[src/rtl/nand_logic_pkg.sv]
// Shared definitions for the NAND-built logic pipeline: op-select encoding used by RTL and bench.
package nand_logic_pkg;

    typedef enum logic [2:0] {
        OP_NOT  = 3'd0,
        OP_NOR  = 3'd1,
        OP_AND  = 3'd2,
        OP_OR   = 3'd3,
        OP_XOR  = 3'd4,
        OP_XNOR = 3'd5,
        OP_NAND = 3'd6,
        OP_PASS = 3'd7
    } op_e;

endpackage

[src/rtl/nand_logic_slice.sv]
// One-bit op evaluator: all eight functions and the 8:1 select tree are built from 2-input NAND cells.
module nand_logic_slice
    import nand_logic_pkg::*;
(
    input  logic       a,
    input  logic       b,
    input  logic [2:0] sel,
    output logic       y
);

    wire       n_a, n_b, n_ab, x_t1, x_t2;
    wire       f_or, f_xor;
    wire [7:0] op_v;
    wire [2:0] n_sel;
    wire [3:0] lvl1;
    wire [1:0] lvl2;
    wire       y_w;

    nand u_na   (n_a, a, a);
    nand u_nb   (n_b, b, b);
    nand u_nab  (n_ab, a, b);
    nand u_or   (f_or, n_a, n_b);
    nand u_x1   (x_t1, a, n_ab);
    nand u_x2   (x_t2, b, n_ab);
    nand u_xor  (f_xor, x_t1, x_t2);

    nand u_f_not  (op_v[OP_NOT],  a, a);
    nand u_f_nor  (op_v[OP_NOR],  f_or, f_or);
    nand u_f_and  (op_v[OP_AND],  n_ab, n_ab);
    nand u_f_or   (op_v[OP_OR],   n_a, n_b);
    nand u_f_xor  (op_v[OP_XOR],  x_t1, x_t2);
    nand u_f_xnor (op_v[OP_XNOR], f_xor, f_xor);
    nand u_f_nand (op_v[OP_NAND], a, b);
    nand u_f_pass (op_v[OP_PASS], n_a, n_a);

    for (genvar k = 0; k < 3; k++) begin : g_nsel
        nand u_ns (n_sel[k], sel[k], sel[k]);
    end

    // Each 2:1 mux is nand(nand(d0, ~s), nand(d1, s)).
    for (genvar i = 0; i < 4; i++) begin : g_lvl1
        wire p0, p1;
        nand u_p0 (p0, op_v[2*i], n_sel[0]);
        nand u_p1 (p1, op_v[2*i+1], sel[0]);
        nand u_m  (lvl1[i], p0, p1);
    end

    for (genvar i = 0; i < 2; i++) begin : g_lvl2
        wire p0, p1;
        nand u_p0 (p0, lvl1[2*i], n_sel[1]);
        nand u_p1 (p1, lvl1[2*i+1], sel[1]);
        nand u_m  (lvl2[i], p0, p1);
    end

    wire q0, q1;
    nand u_q0  (q0, lvl2[0], n_sel[2]);
    nand u_q1  (q1, lvl2[1], sel[2]);
    nand u_out (y_w, q0, q1);

    assign y = y_w;

endmodule

[src/rtl/nand_logic_pipe.sv]
// WIDTH-bit NAND-built logic unit with a 2-stage valid/ready pipeline, accumulator operand and flags.
module nand_logic_pipe
    import nand_logic_pkg::*;
#(
    parameter int unsigned      WIDTH    = 8,
    parameter logic [WIDTH-1:0] ACC_INIT = '0
) (
    input  logic             clk,
    input  logic             rst_n,
    input  logic             in_valid,
    output logic             in_ready,
    input  logic [WIDTH-1:0] in_a,
    input  logic [WIDTH-1:0] in_b,
    input  logic [2:0]       in_sel,
    input  logic             in_acc,
    input  logic             acc_clr,
    output logic             out_valid,
    input  logic             out_ready,
    output logic [WIDTH-1:0] out_data,
    output logic             out_zero,
    output logic             out_parity,
    output logic [WIDTH-1:0] acc_q
);

    logic [WIDTH-1:0] op_b;
    logic [WIDTH-1:0] s1_data;
    logic             s1_valid;
    logic             s1_load;
    logic             s2_load;
    logic             accept;
    wire  [WIDTH-1:0] result;
    wire              s1_zero;

    assign op_b     = in_acc ? acc_q : in_b;
    assign s2_load  = !out_valid || out_ready;
    assign s1_load  = !s1_valid || s2_load;
    assign in_ready = s1_load;
    assign accept   = in_valid && in_ready;

    for (genvar i = 0; i < WIDTH; i++) begin : g_slice
        nand_logic_slice u_slice (
            .a   (in_a[i]),
            .b   (op_b[i]),
            .sel (in_sel),
            .y   (result[i])
        );
    end

    // Flags are precomputed on s1_data so they land in S2 on the same edge as the data.
    for (genvar i = 0; i < WIDTH; i++) begin : g_red
        wire or_o, par_o;
        if (i == 0) begin : g_base
            assign or_o  = s1_data[0];
            assign par_o = s1_data[0];
        end else begin : g_link
            wire n_or, n_d, n_pd, p_t1, p_t2;
            nand u_no (n_or, g_red[i-1].or_o, g_red[i-1].or_o);
            nand u_nd (n_d, s1_data[i], s1_data[i]);
            nand u_or (or_o, n_or, n_d);
            nand u_pd (n_pd, g_red[i-1].par_o, s1_data[i]);
            nand u_p1 (p_t1, g_red[i-1].par_o, n_pd);
            nand u_p2 (p_t2, s1_data[i], n_pd);
            nand u_px (par_o, p_t1, p_t2);
        end
    end

    nand u_zero (s1_zero, g_red[WIDTH-1].or_o, g_red[WIDTH-1].or_o);

    // NOTE: non-blocking assignments keep every register sampling pre-edge values, so S1 and S2 shift cleanly.
    always_ff @(posedge clk or negedge rst_n) begin
        if (!rst_n) begin
            s1_valid <= 1'b0;
            s1_data  <= '0;
        end else if (s1_load) begin
            s1_valid <= accept;
            if (accept) s1_data <= result;
        end
    end

    always_ff @(posedge clk or negedge rst_n) begin
        if (!rst_n) begin
            out_valid  <= 1'b0;
            out_data   <= '0;
            out_zero   <= 1'b0;
            out_parity <= 1'b0;
        end else if (s2_load) begin
            out_valid <= s1_valid;
            if (s1_valid) begin
                out_data   <= s1_data;
                out_zero   <= s1_zero;
                out_parity <= g_red[WIDTH-1].par_o;
            end
        end
    end

    // Clear beats update; an op accepted alongside a clear has already used the old value as B.
    always_ff @(posedge clk or negedge rst_n) begin
        if (!rst_n) begin
            acc_q <= ACC_INIT;
        end else if (acc_clr) begin
            acc_q <= ACC_INIT;
        end else if (accept && in_acc) begin
            acc_q <= result;
        end
    end

endmodule
[config.mk]
export PLATFORM = sky130hd
export DESIGN_NAME = nand_logic_pipe
export DESIGN_NICKNAME = d
export VERILOG_FILES = /design/src/rtl/nand_logic_pkg.sv /design/src/rtl/nand_logic_slice.sv /design/src/rtl/nand_logic_pipe.sv
export SDC_FILE = /design/constraint.sdc
export NUM_CORES = 1
export LEC_CHECK = 0
export ABC_AREA = 1
export ABC_CLOCK_PERIOD_IN_PS = 1840
export CORE_AREA = 5 5 73 75
export CTS_BUF_LIST = sky130_fd_sc_hd__clkbuf_8
export DETAILED_ROUTE_END_ITERATION = 10
export DIE_AREA = 0 0 78 80
export PLACE_DENSITY = 0.82
export SLEW_MARGIN = 20
export SYNTH_ARGS = -nofsm -noshare
export SYNTH_HDL_FRONTEND = slang
export SYNTH_HIERARCHICAL = 1
export SYNTH_SLANG_ARGS = --single-unit
[constraint.sdc]
create_clock -name clk -period 1.84 [get_ports clk]
set_clock_uncertainty 0.2 [all_clocks]
set_input_delay 0.184 -clock clk [delete_from_list [all_inputs] [get_ports clk]]
set_output_delay 0.184 -clock clk [all_outputs]
set_load 0.1 [all_outputs]
==> impl_metrics.toml, run 1 <==
[die]
initial_core_util_pct = 53.55
core_area_sq_mm = 0.004598
num_rows = 25
ios = 45
die_y_um = 80
die_width_um = 78
dieArea_sq_mm = 0.006240

[yosys]
synth_fa_ha_area_share_pct = 16.77
mappedNetlistNets = 440
synth_top_family_by_area = "simple AND/OR/NAND/NOR gates"
synth-seq-cells = 28
synthCells = 382
yosysWarnings = 6
synth_compound_area_share_pct = 7.673
synth.avg_cell_area_sq_um = 6.446
netlist_area_sq_mm = 0.002462
synth_cell_types = 19
yosys.area_share.xor_xnor_pct = 0
synth_seq_area_share_pct = 28.46
synthSimpleGateAreaFrac_pct = 32.32
synth_mux_area_share_pct = 0

[layout]
diodes = 0
final_cell_mix = "140 x nand2_1, 55 x inv_1, 37 x buf_4, 32 x nand3_1, 26 x inv_2"
regArea_sq_um = 734.5
final_util_pct = 84.71
drive_gt1_share_pct = 30.56
area_growth_pct = 58.18
multi_input_area_sq_mm = 0.001647
nFillCells = 243
nNetsFinal = 527
final_common_cell = "nand2_1"

[sta]
layout_setup_ws_ps = -84.05
rsz0062_at_grt = "true"
tightest_slew_ps = 381.8
period_minus_slack_ps = 1924
setup_viol = 4
max_freq_mhz = 519.7
finalHoldViolations = 0
timing.setup.tns_ps = -181.1
period_share_pct = 104.6
slew_violations = 0
slew_headroom_pct = 74.48

[power]
p_switching_mw = 1.541
seq_power_share_pct = 27.3
power.leakage_nw = 2.056
p_comb_share_pct = 60.4
p_int_mw = 1.642
clkPwrFrac_pct = 12.3
total_power_mw = 3.183
peakVddDrop_mv = 0.6584
power.density_mw_per_mm2 = 817.2
p_sw_share_pct = 48.43

[worst_setup_path]
critPathMaxStageDelay_ps = 440
start_kind = "flip-flop"
crit_slowest_cell = "dfrtp_4"
cp.required_ps = 1830
crit_path_start = "acc_q[1]"
cp_cell_sequence = "inv_4, a21oi_4, inv_2, ha_4, inv_2, nand2_2, nand3_2, nand2_1, nand2_1, nand2_1, nand2_2, o22ai_2"
crit_top_cell = "nand2_1"
end_kind = "flip-flop"
cp_num_buf_inv = 3
cp_max_fo = 2
timing.rr.start = "acc_q[1]"
critical_path_class = "reg -> reg"
critical_path_arrival_ps = 1920
crit_family = "simple AND/OR/NAND/NOR gates"

[global_route]
overflow = 0
grt_pass1_vias = 2567
grtUsageTotal_pct = 21.23
grt_max_degree = 29
antenna_found_initial = 0
grt_first_pass_wirelength_um = 11020

[placed_design]
dp_slack_ps = -435.3
place_congestion = 0.8615
numPortBuffers = 44
dp_hpwl_um = 4794

[clocking]
numClockSinks = 28
clk_latency_ps = 280
cts_tree = "done"
cts.clk_slew.worst_paths_ps = 100
cts_buffers = 3
htreeDepth = 1
cts_buffer_depth = 2
cts-root-buf = "clkbuf_8"

[outcome]
violations = "setup timing"
status = "finished with violations"

[job]
cap_viol_max_count = 0

[detailed_routing]
ant_nets = 0
vias_per_cell = 5.274
drt_first_pass_iters = 4
drc = 0
wl_per_cell_um = 15.48
vias = 2753
drtIter0Drc = 222
routed_wl_um = 8081

[hold_path]
hp-class = "in -> async"
[power groups by stage]
| stage | Sequential [mW] | Combinational (mW) | Clock (mW) |
|---|---|---|---|
| 3_5_place_dp | 0.874 | 1.74 | 0 |
| 6_report | 0.869 | 1.92 | 0.392 |
| 3_3_place_gp | 0.871 | 1.70 | 0 |
| 2_1_floorplan | 1.43 | 0.477 | 0 |
| 4_1_cts | 0.863 | 1.77 | 0.377 |
| 5_1_grt | 0.882 | 2.03 | 0.408 |
[timing repair]
item                                    in CTS  in global routing
buffers inserted                             0                 12
gates cloned                                 1                  0
hold buffers                                 0                  0
pin swaps                                    1                 37
endpoints found under the setup margin      16                 16
gates resized for setup                      3                 51
[cells by family (layout without fill, tap and decap cells)]
logic type	Yosys count	in the layout
fa+ha+maj	33	33
simple gates	195	195
flops	28	28
compound gates	33	33
buf+inv	93	179
[stage by stage]
step | instances | hold WS (ps) | instance area, sq um
after CTS | 510 | 81.32 | 3575
after floorplan | 382 | -311.6 | 2534
after global routing | 522 | 120.4 | 3895
final | 522 | 69.14 | 3895
after detailed placement | 505 | 287.9 | 3486
after global placement | 505 | 292.3 | 3486
[state kept, by name (all words and copies together) (netlist names)]
register and flops:
acc_q 8, out_data 8, out_parity 1, out_valid 1, out_zero 1, s1_data 8
s1_valid 1
[worst paths after layout]
kind / endpoint / slack (ps) / cells after the start
max: acc_q[1] / -80 / 12
min: out_data[6] / 70 / 2
max reg2reg: acc_q[1] / -80 / 12
min reg2reg: out_zero / 310 / 1
max in group asynchronous: acc_q[2] / 1070 / 2
min in group clk: s1_valid / 300 / 3
[metal layers]
| layer | GRT usage (%) | up-vias | part of all wire [%] |
|---|---|---|---|
| met4 | 8.615 | 0 | 3.7 |
| li1 | - | 1324 | - |
| met2 | 39.07 | 115 | 54 |
| met1 | 25.18 | 1283 | 37 |
| met3 | 1.806 | 31 | 5.0 |
| met5 | 0 | - | 0 |
[cells in the mapped netlist, drive strengths merged]
cell    number  area share (%)
nand2      147              23
inv         88              14
nand3       34             7.1
ha          33              17
dfrtp       28              28
o21ai       16             3.3
nor2        12             1.8
a21oi        8             1.6
o22ai        8             2.3
buf          5             1.3
nand3b       1            0.30
nand4        1            0.25
o31ai        1            0.51
[final cells by class]
class	instances	area share (%)
Clock buffer	4	1.413
Inverter	88	8.930
Multi-Input combinational cell	261	42.27
Sequential cell	28	18.86
Tap cell	54	1.735
Timing Repair Buffer	87	26.79
Note: power is estimated with default switching activity, not from simulation.
==> inputs of run 2 (changes only) <==
--- a/config.mk
+++ b/config.mk
@@ -11,7 +11,7 @@
 export CTS_BUF_LIST = sky130_fd_sc_hd__clkbuf_8
 export DETAILED_ROUTE_END_ITERATION = 10
 export DIE_AREA = 0 0 78 80
-export PLACE_DENSITY = 0.82
+export PLACE_DENSITY = 0.92
 export SLEW_MARGIN = 20
 export SYNTH_ARGS = -nofsm -noshare
 export SYNTH_HDL_FRONTEND = slang
==> run 2 against run 1 <==
The run still ends with setup timing left. Total power up 4.7%. Sequential share of layout area down 0.29 points. Global-route usage up 3.9 points. Core utilization up 1.3 points. Critical path depth up 1. Via count up 6.8%. Critical endpoint is now acc_q[2]. Register-to-register slack worse by 50 ps. Sequential power up 0.5%.
==> impl_metrics.toml, run 2 (synthesis results as in run 1) <==
[outcome]
status = "finished with violations"
violations = "setup timing"

[placed_design]
place_congestion = 0.8732
dp_hpwl_um = 4967
placed_area_sq_mm = 0.003451
numPortBuffers = 44

[clocking]
cts_buffer_depth = 2
cts_hold_buf = 0
clk_latency_ps = 300
cts_tree = "done"
cts-root-buf = "clkbuf_8"
cts_buffers = 3
numClockSinks = 28
htreeDepth = 1
cts.clk_slew.worst_paths_ps = 100

[job]
cap_viol_max_count = 0

[sta]
timing.setup.tns_ps = -482.0
period_minus_slack_ps = 1990
rsz0062_at_grt = "true"
setup_viol = 8
max_freq_mhz = 502.4
slew_violations = 0
slew_headroom_pct = 68.26
period_share_pct = 108.2
layout_setup_ws_ps = -150.4
finalHoldViolations = 0
tightest_slew_ps = 475.0

[detailed_routing]
vias = 2939
drt_first_pass_iters = 5
vias_per_cell = 5.609
wl_per_cell_um = 18.03
drc = 0
drtIter0Drc = 337
routed_wl_um = 9450
ant_nets = 0

[global_route]
overflow = 0
grt_pass1_vias = 2744
grtUsageTotal_pct = 25.15
antenna_found_initial = 0
grt_max_degree = 41
grt_first_pass_wirelength_um = 12620

[die]
ios = 45
die_y_um = 80
dieArea_sq_mm = 0.006240
num_rows = 25
core_area_sq_mm = 0.004598
initial_core_util_pct = 53.55
die_width_um = 78

[worst_setup_path]
end_kind = "flip-flop"
cp.required_ps = 1810
reg2reg_slack_ps = -130
critical_path_class = "in -> reg"
start_kind = "input pin"
critical_path_arrival_ps = 1960
cp_max_fo = 2

[layout]
nNetsFinal = 529
diodes = 0
area_growth_pct = 60.62
multi_input_area_sq_mm = 0.001670
nFillCells = 232
final_cell_mix = "135 x nand2_1, 58 x inv_1, 36 x buf_4, 28 x nand3_1, 24 x buf_12"
drive_gt1_share_pct = 31.91
stdcell_area_sq_mm = 0.003955
final_common_cell = "nand2_1"
top_regs = "acc_q x8, out_data x8, s1_data x8"
regArea_sq_um = 734.5

[power]
peakVddDrop_mv = 0.5606
total_power_mw = 3.333
power.density_mw_per_mm2 = 842.7
power.leakage_nw = 2.084

[hold_path]
hp-class = "in -> async"
-- run 2: layout make-up --
cell class / instances / area share [%]
timing repair buffer: 89 / 26.89
clock buffer: 3 / 1.044
clock inverter: 1 / 0.7593
multi-input combinational: 261 / 42.23
inverter: 88 / 8.795
sequential: 28 / 18.57
tap: 54 / 1.708
-- run 2: critical path, cell delays in order --
cell             delay, ps
clkdlybuf4s50_1        420
nor2_1                 300
a21oi_4                 80
buf_6                  140
ha_1                   180
inv_1                   60
nand2_1                 60
nand3_1                 80
nand2_1                 80
nand2_1                100
nand2_1                 70
nand2_2                110
o22ai_2                 90
-- run 2: path summary, 6_finish.rpt --
kind / depth (start not counted) / startpoint / to
max: 13 / in_b[2] / acc_q[2]
min: 2 / rst_n / s1_data[5]
max reg2reg: 12 / acc_q[2] / acc_q[2]
min reg2reg: 1 / s1_data[5] / out_zero
max in group asynchronous: 2 / rst_n / out_valid
min in group clk: 3 / in_valid / s1_valid
-- run 2: repair_timing --
action / 4_1_cts / 5_1_grt
gates cloned: 1 / 0
setup buffers: 10 / 8
resized for setup: 23 / 40
setup endpoints to repair: 16 / 16
pin swaps: 15 / 34
-- run 2: power by group --
group / total (mW) / leakage (nW) / switching (mW) / internal (mW)
combinational: 1.95 / 1.70 / 1.24 / 0.710
clock: 0.512 / 0.0357 / 0.219 / 0.293
sequential: 0.873 / 0.344 / 0.131 / 0.741
total: 3.33 / 2.08 / 1.59 / 1.74
-- run 2: per-layer routing --
| layer | up-vias | share of wire, % | track usage, % |
|---|---|---|---|
| li1 | 1335 | - | - |
| met4 | 0 | 6.4 | 14.19 |
| met1 | 1337 | 33 | 27.10 |
| met2 | 205 | 53 | 46.83 |
| met5 | - | 0 | 0 |
| met3 | 62 | 7.3 | 3.160 |
-- run 2: metrics by stage --
step                      hold WS [ps]  utilization (%)  worst slack (ps)  std cells
after floorplan                 -311.6                -            -95.89        382
after global placement           298.7            75.05            -378.8        502
after detailed placement         330.4            75.05            -466.9        502
after CTS                        73.87            81.03            -10.18        516
after global routing             119.4            86.01            -230.7        524
final                            50.32            86.01            -150.4        524
